--- config.mk ---
export PLATFORM = sky130hd
export DESIGN_NAME = q_pulse_monitor
export DESIGN_NICKNAME = d
export VERILOG_FILES = /design/src/rtl/q_pulse_monitor.sv
export SDC_FILE = /design/constraint.sdc
export NUM_CORES = 1
export LEC_CHECK = 0
export BUFFER_PORTS_ARGS = -buffer_cell sky130_fd_sc_hd__buf_4
export CAP_MARGIN = 20
export CELL_PAD_IN_SITES_DETAIL_PLACEMENT = 1
export CELL_PAD_IN_SITES_GLOBAL_PLACEMENT = 1
export CORE_ASPECT_RATIO = 0.75
export CORE_UTILIZATION = 46
export DETAILED_ROUTE_END_ITERATION = 10
export HOLD_SLACK_MARGIN = 0.05
export PLACE_DENSITY_LB_ADDON = 0.15
export SETUP_SLACK_MARGIN = 0.3
export SKIP_CTS_REPAIR_TIMING = 1
export SKIP_LAST_GASP = 1
export SLEW_MARGIN = 10
export SYNTH_ARGS = -nofsm -noshare
export SYNTH_HDL_FRONTEND = slang
export SYNTH_SLANG_ARGS = --single-unit
--- constraint.sdc ---
create_clock -name clk -period 3.1 [get_ports clk]
set_input_delay 0.465 -clock clk [delete_from_list [all_inputs] [get_ports clk]]
set_output_delay 0.465 -clock clk [all_outputs]
set_load 0.1 [all_outputs]
--- src/rtl/q_pulse_monitor.sv ---
// q_pulse_monitor: synchronises the AND-stage output q, strobes its edges,
// measures each high run in clk cycles and keeps valid/glitch statistics.
module q_pulse_monitor #(
  parameter int CNT_W     = 8,
  parameter int WID_W     = 8,
  parameter int MIN_WIDTH = 2
) (
  input  logic             clk,
  input  logic             rst_n,
  input  logic             clr,
  input  logic             q_in,
  output logic             rise,
  output logic             fall,
  output logic [CNT_W-1:0] pulse_cnt,
  output logic [CNT_W-1:0] glitch_cnt,
  output logic [WID_W-1:0] cur_width,
  output logic [WID_W-1:0] max_width,
  output logic             overflow
);

  localparam logic [CNT_W-1:0] CNT_ONE = CNT_W'(1);
  localparam logic [CNT_W-1:0] CNT_MAX = {CNT_W{1'b1}};
  localparam logic [CNT_W-1:0] CNT_PRE = CNT_MAX - CNT_ONE;
  localparam logic [WID_W-1:0] WID_ONE = WID_W'(1);
  localparam logic [WID_W-1:0] WID_MAX = {WID_W{1'b1}};
  localparam logic [WID_W-1:0] WID_PRE = WID_MAX - WID_ONE;
  localparam logic [WID_W-1:0] MIN_W   = WID_W'(MIN_WIDTH);

  logic s1;
  logic s2;
  logic rise_evt;
  logic fall_evt;
  logic hold;
  logic valid_pulse;
  logic width_inc;
  logic pulse_inc;
  logic glitch_inc;
  logic any_sat_hit;

  // Two-flop synchroniser: q_in may be asynchronous to clk.
  always_ff @(posedge clk or negedge rst_n) begin
    if (!rst_n) begin
      s1 <= 1'b0;
      s2 <= 1'b0;
    end else begin
      s1 <= q_in;
      s2 <= s1;
    end
  end

  // Edge/hold decode and saturation-aware increment enables.
  always_comb begin
    rise_evt    = s1 & ~s2;
    fall_evt    = ~s1 & s2;
    hold        = s1 & s2;
    valid_pulse = (cur_width >= MIN_W);
    width_inc   = hold && (cur_width != WID_MAX);
    pulse_inc   = fall_evt && valid_pulse && (pulse_cnt != CNT_MAX);
    glitch_inc  = fall_evt && !valid_pulse && (glitch_cnt != CNT_MAX);
    any_sat_hit = (width_inc && (cur_width == WID_PRE))
               || (pulse_inc && (pulse_cnt == CNT_PRE))
               || (glitch_inc && (glitch_cnt == CNT_PRE));
  end

  // Registered single-cycle strobes; clr deliberately leaves these alone.
  always_ff @(posedge clk or negedge rst_n) begin
    if (!rst_n) begin
      rise <= 1'b0;
      fall <= 1'b0;
    end else begin
      rise <= rise_evt;
      fall <= fall_evt;
    end
  end

  // Run-length counter: restarts at 1 on a rise, holds the last width after a fall.
  always_ff @(posedge clk or negedge rst_n) begin
    if (!rst_n) begin
      cur_width <= '0;
    end else if (clr) begin
      cur_width <= '0;
    end else if (rise_evt) begin
      cur_width <= WID_ONE;
    end else if (width_inc) begin
      cur_width <= cur_width + WID_ONE;
    end
  end

  // Classify each finished run as a valid pulse or a glitch; clr discards it.
  always_ff @(posedge clk or negedge rst_n) begin
    if (!rst_n) begin
      pulse_cnt  <= '0;
      glitch_cnt <= '0;
      max_width  <= '0;
    end else if (clr) begin
      pulse_cnt  <= '0;
      glitch_cnt <= '0;
      max_width  <= '0;
    end else begin
      if (pulse_inc) begin
        pulse_cnt <= pulse_cnt + CNT_ONE;
      end
      if (glitch_inc) begin
        glitch_cnt <= glitch_cnt + CNT_ONE;
      end
      if (fall_evt && valid_pulse && (cur_width > max_width)) begin
        max_width <= cur_width;
      end
    end
  end

  // Sticky overflow: set when any counter or the width first reaches all-ones.
  always_ff @(posedge clk or negedge rst_n) begin
    if (!rst_n) begin
      overflow <= 1'b0;
    end else if (clr) begin
      overflow <= 1'b0;
    end else if (any_sat_hit) begin
      overflow <= 1'b1;
    end
  end

endmodule

# [Word-level counts from Yosys, hierarchy flattened]
# Cells that the tools add are included.
[totals] word_cells=53 reg_bits=37 inputBits=4 output_inout_bits=35
[classes] mux=11 bitwise_logic=5 reduce_logical=17 addsub=3 order_cmp=2 eq_ne=6
[ops] operator="$mux 8" n=9
[ops] operator="$add 8x1->8 const B" n=3
[ops] operator="$eq 8x8->1 const B" n=3
[ops] operator="$ne 8x8->1 const B" n=3
[ops] operator="$logic_and 1x1->1" n=9
[ops] operator="$ge 8x2->1 const B" n=1
[ops] operator="$gt 8x8->1" n=1
[ops] operator="$reduce_bool 2->1" n=4
[ops] operator="$and 1x1->1" n=3
[ops] operator="$reduce_bool 3->1" n=1
[ops] operator="$logic_or 1x1->1" n=2
[ops] operator="$mux 1" n=2
[ops] operator="$not 1->1" n=2
[ops] operator="$logic_not 1->1" n=1

# [Depth between registers and ports, before layout]
# Gate-level depths: netlist of run 1.
[depth] depth_word=9 depth_mapped=8 mapped_depth_nobuf=7

# [Worst setup path before layout of run 1]
# OpenSTA, ideal clock, no wires.
[synth_path] path_type="flip-flop to flip-flop" from="register cur_width[0]" to="register glitch_cnt[5]" path_buffers=0 required_ns=2.968 setup_ns=0.132 stages_incl_launch_ff=8 slack_ns=0.526 arrival_time_ns=2.442 period_less_slack_ns=2.574 cell_sequence="dfrtp_1 > inv_1 > ha_1 > nor4_4 > nand3_4 > a2111oi_2 > xnor2_1 > nor2_1"
[synth_between] elab_chain_cells=5
[synth_lines] item="start, declared" line="16" source="output logic [WID_W-1:0] cur_width,"
[synth_lines] item="start signal, assigned" line="85" source="cur_width <= cur_width + WID_ONE;"
[synth_lines] item="$ge 8x2->1" line="56" source="valid_pulse = (cur_width >= MIN_W);"
[synth_lines] item="$logic_not 1->1" line="59" source="glitch_inc = fall_evt && !valid_pulse && (glitch_cnt != CNT_MAX);"
[synth_lines] item="$logic_and 1x1->1 (2 in a row)" line="59"
[synth_lines] item="$reduce_bool 2->1 (no source line)"
[synth_lines] item="end signal, assigned" line="104" source="glitch_cnt <= glitch_cnt + CNT_ONE;"
[synth_lines] item="end, declared" line="15" source="output logic [CNT_W-1:0] glitch_cnt,"
# No other way between the ends.
# A chain may end at the register's enable or synchronous reset.

# [Final worst setup path of run 1]
[layout_path] from="register cur_width[0]" to="register glitch_cnt[1]"
# Same word-level chain as after synthesis.

==> impl_metrics.env, run 1 <==
export IMPL_yosysWarnings=0
export IMPL_hold_viol=0
export IMPL_h_tree_depth=2
export IMPL_wl_met2_mm=2.34
export IMPL_startpoint_type="flip-flop"
export IMPL_layout_drive_gt1_share=0.228
export IMPL_port_buffers=38
export IMPL_synth_seq_cells=37
export IMPL_syn_avg_cell_area_sq_um=10.2
export IMPL_wl_met1_mm=2.42
export IMPL_antenna_cells=0
export IMPL_slew_headroom=0.663
export IMPL_syn_num_nets=225
export IMPL_crit_arrival_ns=2.30
export IMPL_grt_pass1_wl_mm=8.58
export IMPL_timing_fmax_ghz=0.475
export IMPL_synthCells=207
export IMPL_num_vias=1674
export IMPL_grt_max_degree=38
export IMPL_fp_coreArea_sq_um=4230
export IMPL_ys_seq_area_frac=0.437
export IMPL_fillers=493
export IMPL_clockBufferDepth=2
export IMPL_netlist_cell_type_count=41
export IMPL_numCtsBuffers=5
export IMPL_ir_drop_mv=0.243
export IMPL_clk_latency_ns=0.29
export IMPL_track_usage=0.240
export IMPL_p_comb_frac=0.130
export IMPL_power_switching_share=0.280
export IMPL_drtIter0Drc=61
export IMPL_grt_antenna_before_repair=0
export IMPL_multiInputGateArea_sq_um=1130
export IMPL_highest_layer="met4"
export IMPL_skew_ns=0.00651
export IMPL_finalMaxSlewViolations=0
export IMPL_power_leakage_nw=1.09
export IMPL_p_int_uw=700
export IMPL_fp_row_count=20
export IMPL_post_drt_wl_per_cell_microns=16.5
export IMPL_seq_power_share=0.521
export IMPL_wl_met3_microns=163
export IMPL_seqCellArea_sq_um=926
export IMPL_die_w_microns=80.4
export IMPL_gp_congestion=0.760
export IMPL_worst_setup_path_type="flip-flop to flip-flop"
export IMPL_routed_wirelength_mm=4.97
export IMPL_clkTransAtPathRegs_ns=0.07
export IMPL_cts_sinks=37
export IMPL_pwr_share_clk=0.350
export IMPL_root_buffer="clkbuf_8"
export IMPL_fin_tns_setup_ns=0
export IMPL_layout_nets=264
export IMPL_crit_path_end_kind="flip-flop"
export IMPL_period_share=0.680
export IMPL_setup_viol=0
export IMPL_layout_min_cycle_time_ns=2.11
export IMPL_cts_tree="done"
export IMPL_rsz0062_at_grt="false"
export IMPL_die_area_sq_um=4890
export IMPL_synth_area_sq_um=2120
export IMPL_synth_edf_count=0
export IMPL_hp_class="input port to async pin"
export IMPL_ant_nets=0
export IMPL_io_pins=39
export IMPL_cp_required_ns=3.29
export IMPL_drc=0
export IMPL_start_util=0.501
export IMPL_area_growth_pct=19.5
export IMPL_die_h_microns=60.8
export IMPL_r2r_slack_ns=0.99
export IMPL_power_switching_uw=272
export IMPL_worstMarginPinSlew_ns=0.499
export IMPL_status="completed"
export IMPL_holdWs_ns=0.120
export IMPL_firstDrtPassIters=4
export IMPL_grt_pass1_vias=1645
export IMPL_synth_async_reset_ratio=1.00
export IMPL_synth_flop_cell="dfrtp_1"
export IMPL_cap_viol_max_count=0
export IMPL_crit_fanout=9
export IMPL_globalRoute_totalOverflow=0
export IMPL_viasPerCell=5.56
export IMPL_hpwl_mm=3.46
export IMPL_p_per_area_nw_per_um2=383
[power by group through the flow]
stage	clock network [mW]	logic, mW	registers, mW
after floorplan	0	0.0424	0.560
after global placement	0	0.125	0.514
after detailed placement	0	0.126	0.515
after CTS	0.348	0.127	0.505
after global routing	0.372	0.136	0.507
final	0.340	0.126	0.506
[cell usage after synthesis, types with 2 or more instances]
master    number  share of area
dfrtp_1       37           0.44
clkbuf_1       4         0.0071
xnor2_1       11          0.045
a21oi_1        8          0.019
nor2_1        24          0.042
nand3_1        6          0.014
nor4_4         2          0.020
nand2_1       11          0.019
o21ai_0        3         0.0071
or2_2          2         0.0059
xor2_1         8          0.033
mux2i_1        8          0.038
nand2b_1      15          0.044
nor3_1         3         0.0071
ha_1          14          0.083
a211oi_1      10          0.035
nor2b_1        2         0.0059
nand4_1        7          0.021
inv_1         10          0.018
[cell usage in the layout, fill, tap and decap left out, types with 2 or more instances in the layout]
cell      instances
nand2b_1         15
xor2_1            8
nor2b_1           2
nand4_1           7
nor2_1           24
a211oi_1         10
or2_2             2
nand2_1          11
clkbuf_8          6
nand3_1           6
nor4_4            2
a21oi_1           8
buf_4            38
o21ai_0           3
dfrtp_1          37
inv_1            10
xnor2_1          11
mux2i_1           8
ha_1             14
nor3_1            3
[registers in the layout (all words and copies together), names as in the netlist]
register and cells:
cur_width 8, fall 1, glitch_cnt 8, max_width 8, overflow 1, pulse_cnt 8, rise 1, s1 1
s2 1
[final cells by class]
type / count / area share
clock buffer: 7 / 0.0341
inverter: 10 / 0.0148
multi-input combinational: 154 / 0.446
sequential: 37 / 0.365
tap: 55 / 0.0272
timing repair buffer: 38 / 0.113
[per-layer routing]
layer | up-vias | global-route usage
li1 | 803 | -
met1 | 838 | 0.343
met2 | 29 | 0.366
met3 | 4 | 0.0586
met4 | 0 | 0.0612
met5 | - | 0
[logic make-up after synthesis]
| kind of cell | synth area share |
|---|---|
| fa+ha+maj | 0.0826 |
| simple gates | 0.239 |
| xor+xnor | 0.0785 |
| buf+inv | 0.0307 |
| mux | 0.0378 |
| compound gates | 0.0950 |
| flops | 0.437 |
[per-stage QoR]
stage                     worst slack (ns)   util  instance area (sq um)  power (mW)  std cells
final                                0.993  0.599                   2530       0.971        301
after global routing                 0.798  0.599                   2530        1.02        301
after CTS                             1.01  0.599                   2530       0.981        301
after detailed placement              1.04  0.579                   2450       0.641        294
after global placement                1.12  0.579                   2450       0.638        294
after floorplan                      0.526      -                   2120       0.603        207
[critical path, stage by stage, from the launching register on]
cell and delay [ns]:
dfrtp_1 0.50, inv_1 0.10, ha_1 0.25, nor4_4 0.38, nand3_4 0.16, a21oi_1 0.33
nor2_1 0.08, a211oi_1 0.22
[path summary, 6_finish.rpt]
kind | start | to | depth (start not counted)
min in group clk | q_in | s1 | 1
max reg2reg | cur_width[0] | glitch_cnt[1] | 7
max in group asynchronous | rst_n | max_width[3] | 1
min reg2reg | s1 | s2 | 0
max | cur_width[0] | glitch_cnt[1] | 7
min | rst_n | max_width[6] | 1
Note: power is estimated with default switching activity, not from simulation.
==> inputs of run 2 (changes only) <==
CORE_UTILIZATION = 43   (was 46)
clock period = 2.1 ns   (was 3.1 ns; I/O delays follow)
==> impl_metrics.env, run 2 (synthesis results as in run 1) <==
export IMPL_r2r_end="cur_width[6]"
export IMPL_layout_nets=277
export IMPL_crit_arrival_ns=2.18
export IMPL_timing_fmax_ghz=0.497
export IMPL_p_per_area_nw_per_um2=520
export IMPL_viasPerCell=5.51
export IMPL_die_w_microns=83.1
export IMPL_start_util=0.461
export IMPL_grt_pass1_wl_mm=8.94
export IMPL_layout_drive_gt1_share=0.435
export IMPL_fp_coreArea_sq_um=4600
export IMPL_track_usage=0.215
export IMPL_post_drt_wl_per_cell_microns=17.8
export IMPL_power_leakage_nw=1.12
export IMPL_clkTransAtPathRegs_ns=0.07
export IMPL_antenna_cells=0
export IMPL_rsz0062_at_grt="true"
export IMPL_hp_start="q_in"
export IMPL_ir_drop_mv=0.442
export IMPL_cts_sinks=37
export IMPL_grt_max_degree=38
export IMPL_hold_viol=0
export IMPL_slew_headroom=0.667
export IMPL_gp_congestion=0.725
export IMPL_numCtsBuffers=5
export IMPL_drc=0
export IMPL_hold_end="s1"
export IMPL_hold_depth=1
export IMPL_finalMaxSlewViolations=0
export IMPL_layout_commonest_cell="buf_4"
export IMPL_root_buffer="clkbuf_8"
export IMPL_grt_pass1_vias=1787
export IMPL_reg2reg_depth=6
export IMPL_layout_min_cycle_time_ns=2.01
export IMPL_cts_tree="done"
export IMPL_clk_latency_ns=0.30
export IMPL_fp_row_count=21
export IMPL_crit_fanout=5
export IMPL_firstDrtPassIters=4
export IMPL_grt_antenna_before_repair=0
export IMPL_hpwl_mm=3.68
export IMPL_setup_viol=0
export IMPL_crit_path_end_kind="flip-flop"
export IMPL_ant_nets=0
export IMPL_h_tree_depth=2
export IMPL_die_h_microns=62.8
export IMPL_num_vias=1748
export IMPL_io_pins=39
export IMPL_hp_class="input port to flip-flop"
export IMPL_skew_ns=0.0176
export IMPL_status="completed"
export IMPL_period_share=0.959
export IMPL_worstMarginPinSlew_ns=0.497
export IMPL_die_area_sq_um=5220
export IMPL_routed_wirelength_mm=5.63
export IMPL_area_growth_pct=34.0
export IMPL_final_cell_mix="buf_4, nor2_1, dfrtp_2"
export IMPL_reg2reg_from="cur_width[5]"
export IMPL_r2r_slack_ns=0.09
export IMPL_finish_utilization=0.618
export IMPL_cap_viol_max_count=0
export IMPL_fin_tns_setup_ns=0
export IMPL_clockBufferDepth=2
export IMPL_startpoint_type="flip-flop"
export IMPL_worst_setup_path_type="flip-flop to flip-flop"
export IMPL_port_buffers=38
export IMPL_drtIter0Drc=75
export IMPL_cp_required_ns=2.27
export IMPL_globalRoute_totalOverflow=0
## run 2: routing by layer
layer	vias to the layer above	wire length, microns	track usage
met5	-	0	0
met2	42	2720	0.352
li1	823	-	-
met3	7	216	0.0423
met4	0	58	0.0603
met1	876	2640	0.291
## run 2: how the worst max path moves through the flow
stage | from | endpoint | slack [ns] | depth (start not counted)
finish | cur_width[5] | cur_width[6] | 0.09 | 6
global route | cur_width[5] | cur_width[6] | 0.04 | 6
CTS | cur_width[1] | max_width[1] | 0.07 | 6
detailed placement | cur_width[1] | max_width[1] | 0.07 | 6
global placement | cur_width[1] | max_width[6] | 0.26 | 6
floorplan | cur_width[1] | max_width[6] | 0.23 | 7
## run 2: power breakdown
group	total, mW	switching [mW]	internal [mW]
sequential	0.749	0.0206	0.728
clock	0.519	0.251	0.268
combinational	0.210	0.149	0.0607
total	1.48	0.420	1.06
## run 2: cell type report
class / instances / area [sq um]
Sequential cell: 37 / 1000
Fill cell: 493 / 1760
Tap cell: 57 / 71.3
Multi-Input combinational cell: 154 / 1240
Timing Repair Buffer: 51 / 398
Inverter: 10 / 40.0
Clock buffer: 8 / 90.1
## run 2: worst max-delay path, cell delays in order, from the launching register on
cell     delay (ns)
dfrtp_4        0.52
buf_4          0.17
and4_1         0.24
or3b_2         0.52
nor2_1         0.21
xnor2_1        0.17
nor2_1         0.06
## run 2: metrics by stage
stage	power, mW	std cells	cell area [sq um]	hold slack [ns]	setup slack, ns
3_5_place_dp	0.962	297	2580	0.315	0.0746
5_1_grt	1.55	317	2840	0.122	0.0357
3_3_place_gp	0.956	297	2580	0.311	0.260
2_1_floorplan	0.901	207	2250	0.0194	0.227
4_1_cts	1.48	305	2670	-0.0162	0.0740
6_report	1.48	317	2840	0.133	0.0860
==> inputs of run 3 (changes only) <==
SETUP_SLACK_MARGIN = not set   (was 0.3)
SLEW_MARGIN = not set   (was 10)
==> impl_metrics.env, run 3 (synthesis results as in run 1) <==
export IMPL_io_pins=39
export IMPL_die_area_sq_um=5220
export IMPL_crit_start="cur_width[0]"
export IMPL_layout_commonest_cell="buf_4"
export IMPL_period_share=0.948
export IMPL_skew_ns=0.00573
export IMPL_worstMarginPinSlew_ns=0.475
export IMPL_grt_max_degree=38
export IMPL_die_h_microns=62.8
export IMPL_cts_sinks=37
export IMPL_critical_path_max_stage_delay_ns=0.52
export IMPL_hp_start="q_in"
export IMPL_cts_tree="done"
export IMPL_crit_path_end_kind="flip-flop"
export IMPL_ant_nets=0
export IMPL_drc=0
export IMPL_viasPerCell=5.38
export IMPL_crit_arrival_ns=2.20
export IMPL_finalMaxSlewViolations=0
export IMPL_fp_row_count=21
export IMPL_root_buffer="clkbuf_8"
export IMPL_seqCellArea_sq_um=956
export IMPL_grt_pass1_wl_mm=8.67
export IMPL_hpwl_mm=3.58
export IMPL_fillers=518
export IMPL_grt_pass1_vias=1665
export IMPL_power_leakage_nw=1.08
export IMPL_layout_drive_gt1_share=0.327
export IMPL_ir_drop_mv=0.358
export IMPL_num_vias=1656
export IMPL_start_util=0.461
export IMPL_drtIter0Drc=83
export IMPL_multiInputGateArea_sq_um=1130
export IMPL_cap_viol_max_count=0
export IMPL_crit_fanout=8
export IMPL_routed_wirelength_mm=4.95
export IMPL_clk_latency_ns=0.29
export IMPL_port_buffers=38
export IMPL_antenna_cells=0
export IMPL_area_growth_pct=22.9
export IMPL_globalRoute_totalOverflow=0
export IMPL_h_tree_depth=2
export IMPL_hold_viol=0
export IMPL_fp_coreArea_sq_um=4600
export IMPL_worst_setup_path_type="flip-flop to flip-flop"
export IMPL_die_w_microns=83.1
export IMPL_status="completed"
export IMPL_cp_required_ns=2.31
export IMPL_timing_fmax_ghz=0.502
export IMPL_worstPathBufferInverterCount=2
export IMPL_final_cell_mix="buf_4, nor2_1, dfrtp_2"
export IMPL_clkTransAtPathRegs_ns=0.07
export IMPL_holdWs_ns=0.130
export IMPL_cp_top_family="compound AO/OA/AOI/OAI gates"
export IMPL_hp_class="input port to flip-flop"
export IMPL_layout_nets=268
export IMPL_post_drt_wl_per_cell_microns=16.1
export IMPL_firstDrtPassIters=4
export IMPL_startpoint_type="flip-flop"
export IMPL_gp_congestion=0.783
export IMPL_p_per_area_nw_per_um2=546
export IMPL_setup_viol=0
export IMPL_numCtsBuffers=5
export IMPL_layout_min_cycle_time_ns=1.99
export IMPL_pre_cts_ws_ns=0.0227
export IMPL_worst_slack_ns=0.109
export IMPL_grt_antenna_before_repair=0
export IMPL_slew_headroom=0.684
export IMPL_cp_slowest_cell="dfrtp_4"
export IMPL_crit_path_cell_trace="inv_1, ha_1, nor4_4, a21boi_0, o221a_2, buf_12, mux2i_1"
export IMPL_clockBufferDepth=2
export IMPL_reg2reg_from="cur_width[0]"
export IMPL_track_usage=0.208
-- run 3: cell types whose count changed in the layout (fill, tap and decap cells not counted), sizes merged --
| cell | previous run | this run |
|---|---|---|
| buf | 50 | 41 |
| clkbuf | 8 | 6 |
| clkinv | 0 | 2 |
-- run 3: final cells by class --
| class | instances | share of cell area |
|---|---|---|
| inverter | 10 | 0.0144 |
| sequential | 37 | 0.367 |
| clock buffer | 6 | 0.0278 |
| timing repair buffer | 42 | 0.127 |
| multi-input combinational | 154 | 0.433 |
| tap | 57 | 0.0274 |
| clock inverter | 2 | 0.00384 |
-- run 3: layer usage --
metal  GRT usage  share of wire  vias up
met4      0.0323         0.0032        0
li1            -              -      809
met2       0.308           0.45       27
met5           0              0        -
met1       0.312           0.51      816
met3      0.0476          0.035        4
-- run 3: worst reg2reg max path: stages, from the launching register on --
cell and delay [ns]:
dfrtp_4 0.52, inv_1 0.10, ha_1 0.22, nor4_4 0.07, a21boi_0 0.38, o221a_2 0.30
buf_12 0.14, mux2i_1 0.19
-- run 3: report_power, final --
part           total [mW]  leakage [nW]  internal, mW  switching [mW]
logic               0.193         0.563        0.0524           0.141
registers           0.745         0.471         0.725          0.0197
clock network       0.486        0.0450         0.230           0.256
-- run 3: final timing paths --
| check | to | slack [ns] | cells after the start |
|---|---|---|---|
| setup / recovery | max_width[1] | 0.11 | 7 |
| hold / removal | s1 | 0.13 | 1 |
| setup reg to reg | max_width[1] | 0.11 | 7 |
| hold reg to reg | s2 | 0.44 | 0 |
| max in group asynchronous | cur_width[0] | 1.21 | 2 |
| min in group asynchronous | max_width[7] | 0.52 | 2 |
-- run 3: through the flow --
| stage | cell area, sq um | power (mW) | util | TNS (ns) | std cells |
|---|---|---|---|---|---|
| 6_report | 2610 | 1.42 | 0.567 | 0 | 308 |
| 2_1_floorplan | 2150 | 0.891 | - | -0.0169 | 207 |
| 4_1_cts | 2580 | 1.43 | 0.561 | 0 | 306 |
| 5_1_grt | 2610 | 1.48 | 0.567 | -0.00649 | 308 |
| 3_5_place_dp | 2490 | 0.953 | 0.543 | 0 | 298 |
| 3_3_place_gp | 2490 | 0.947 | 0.543 | 0 | 298 |
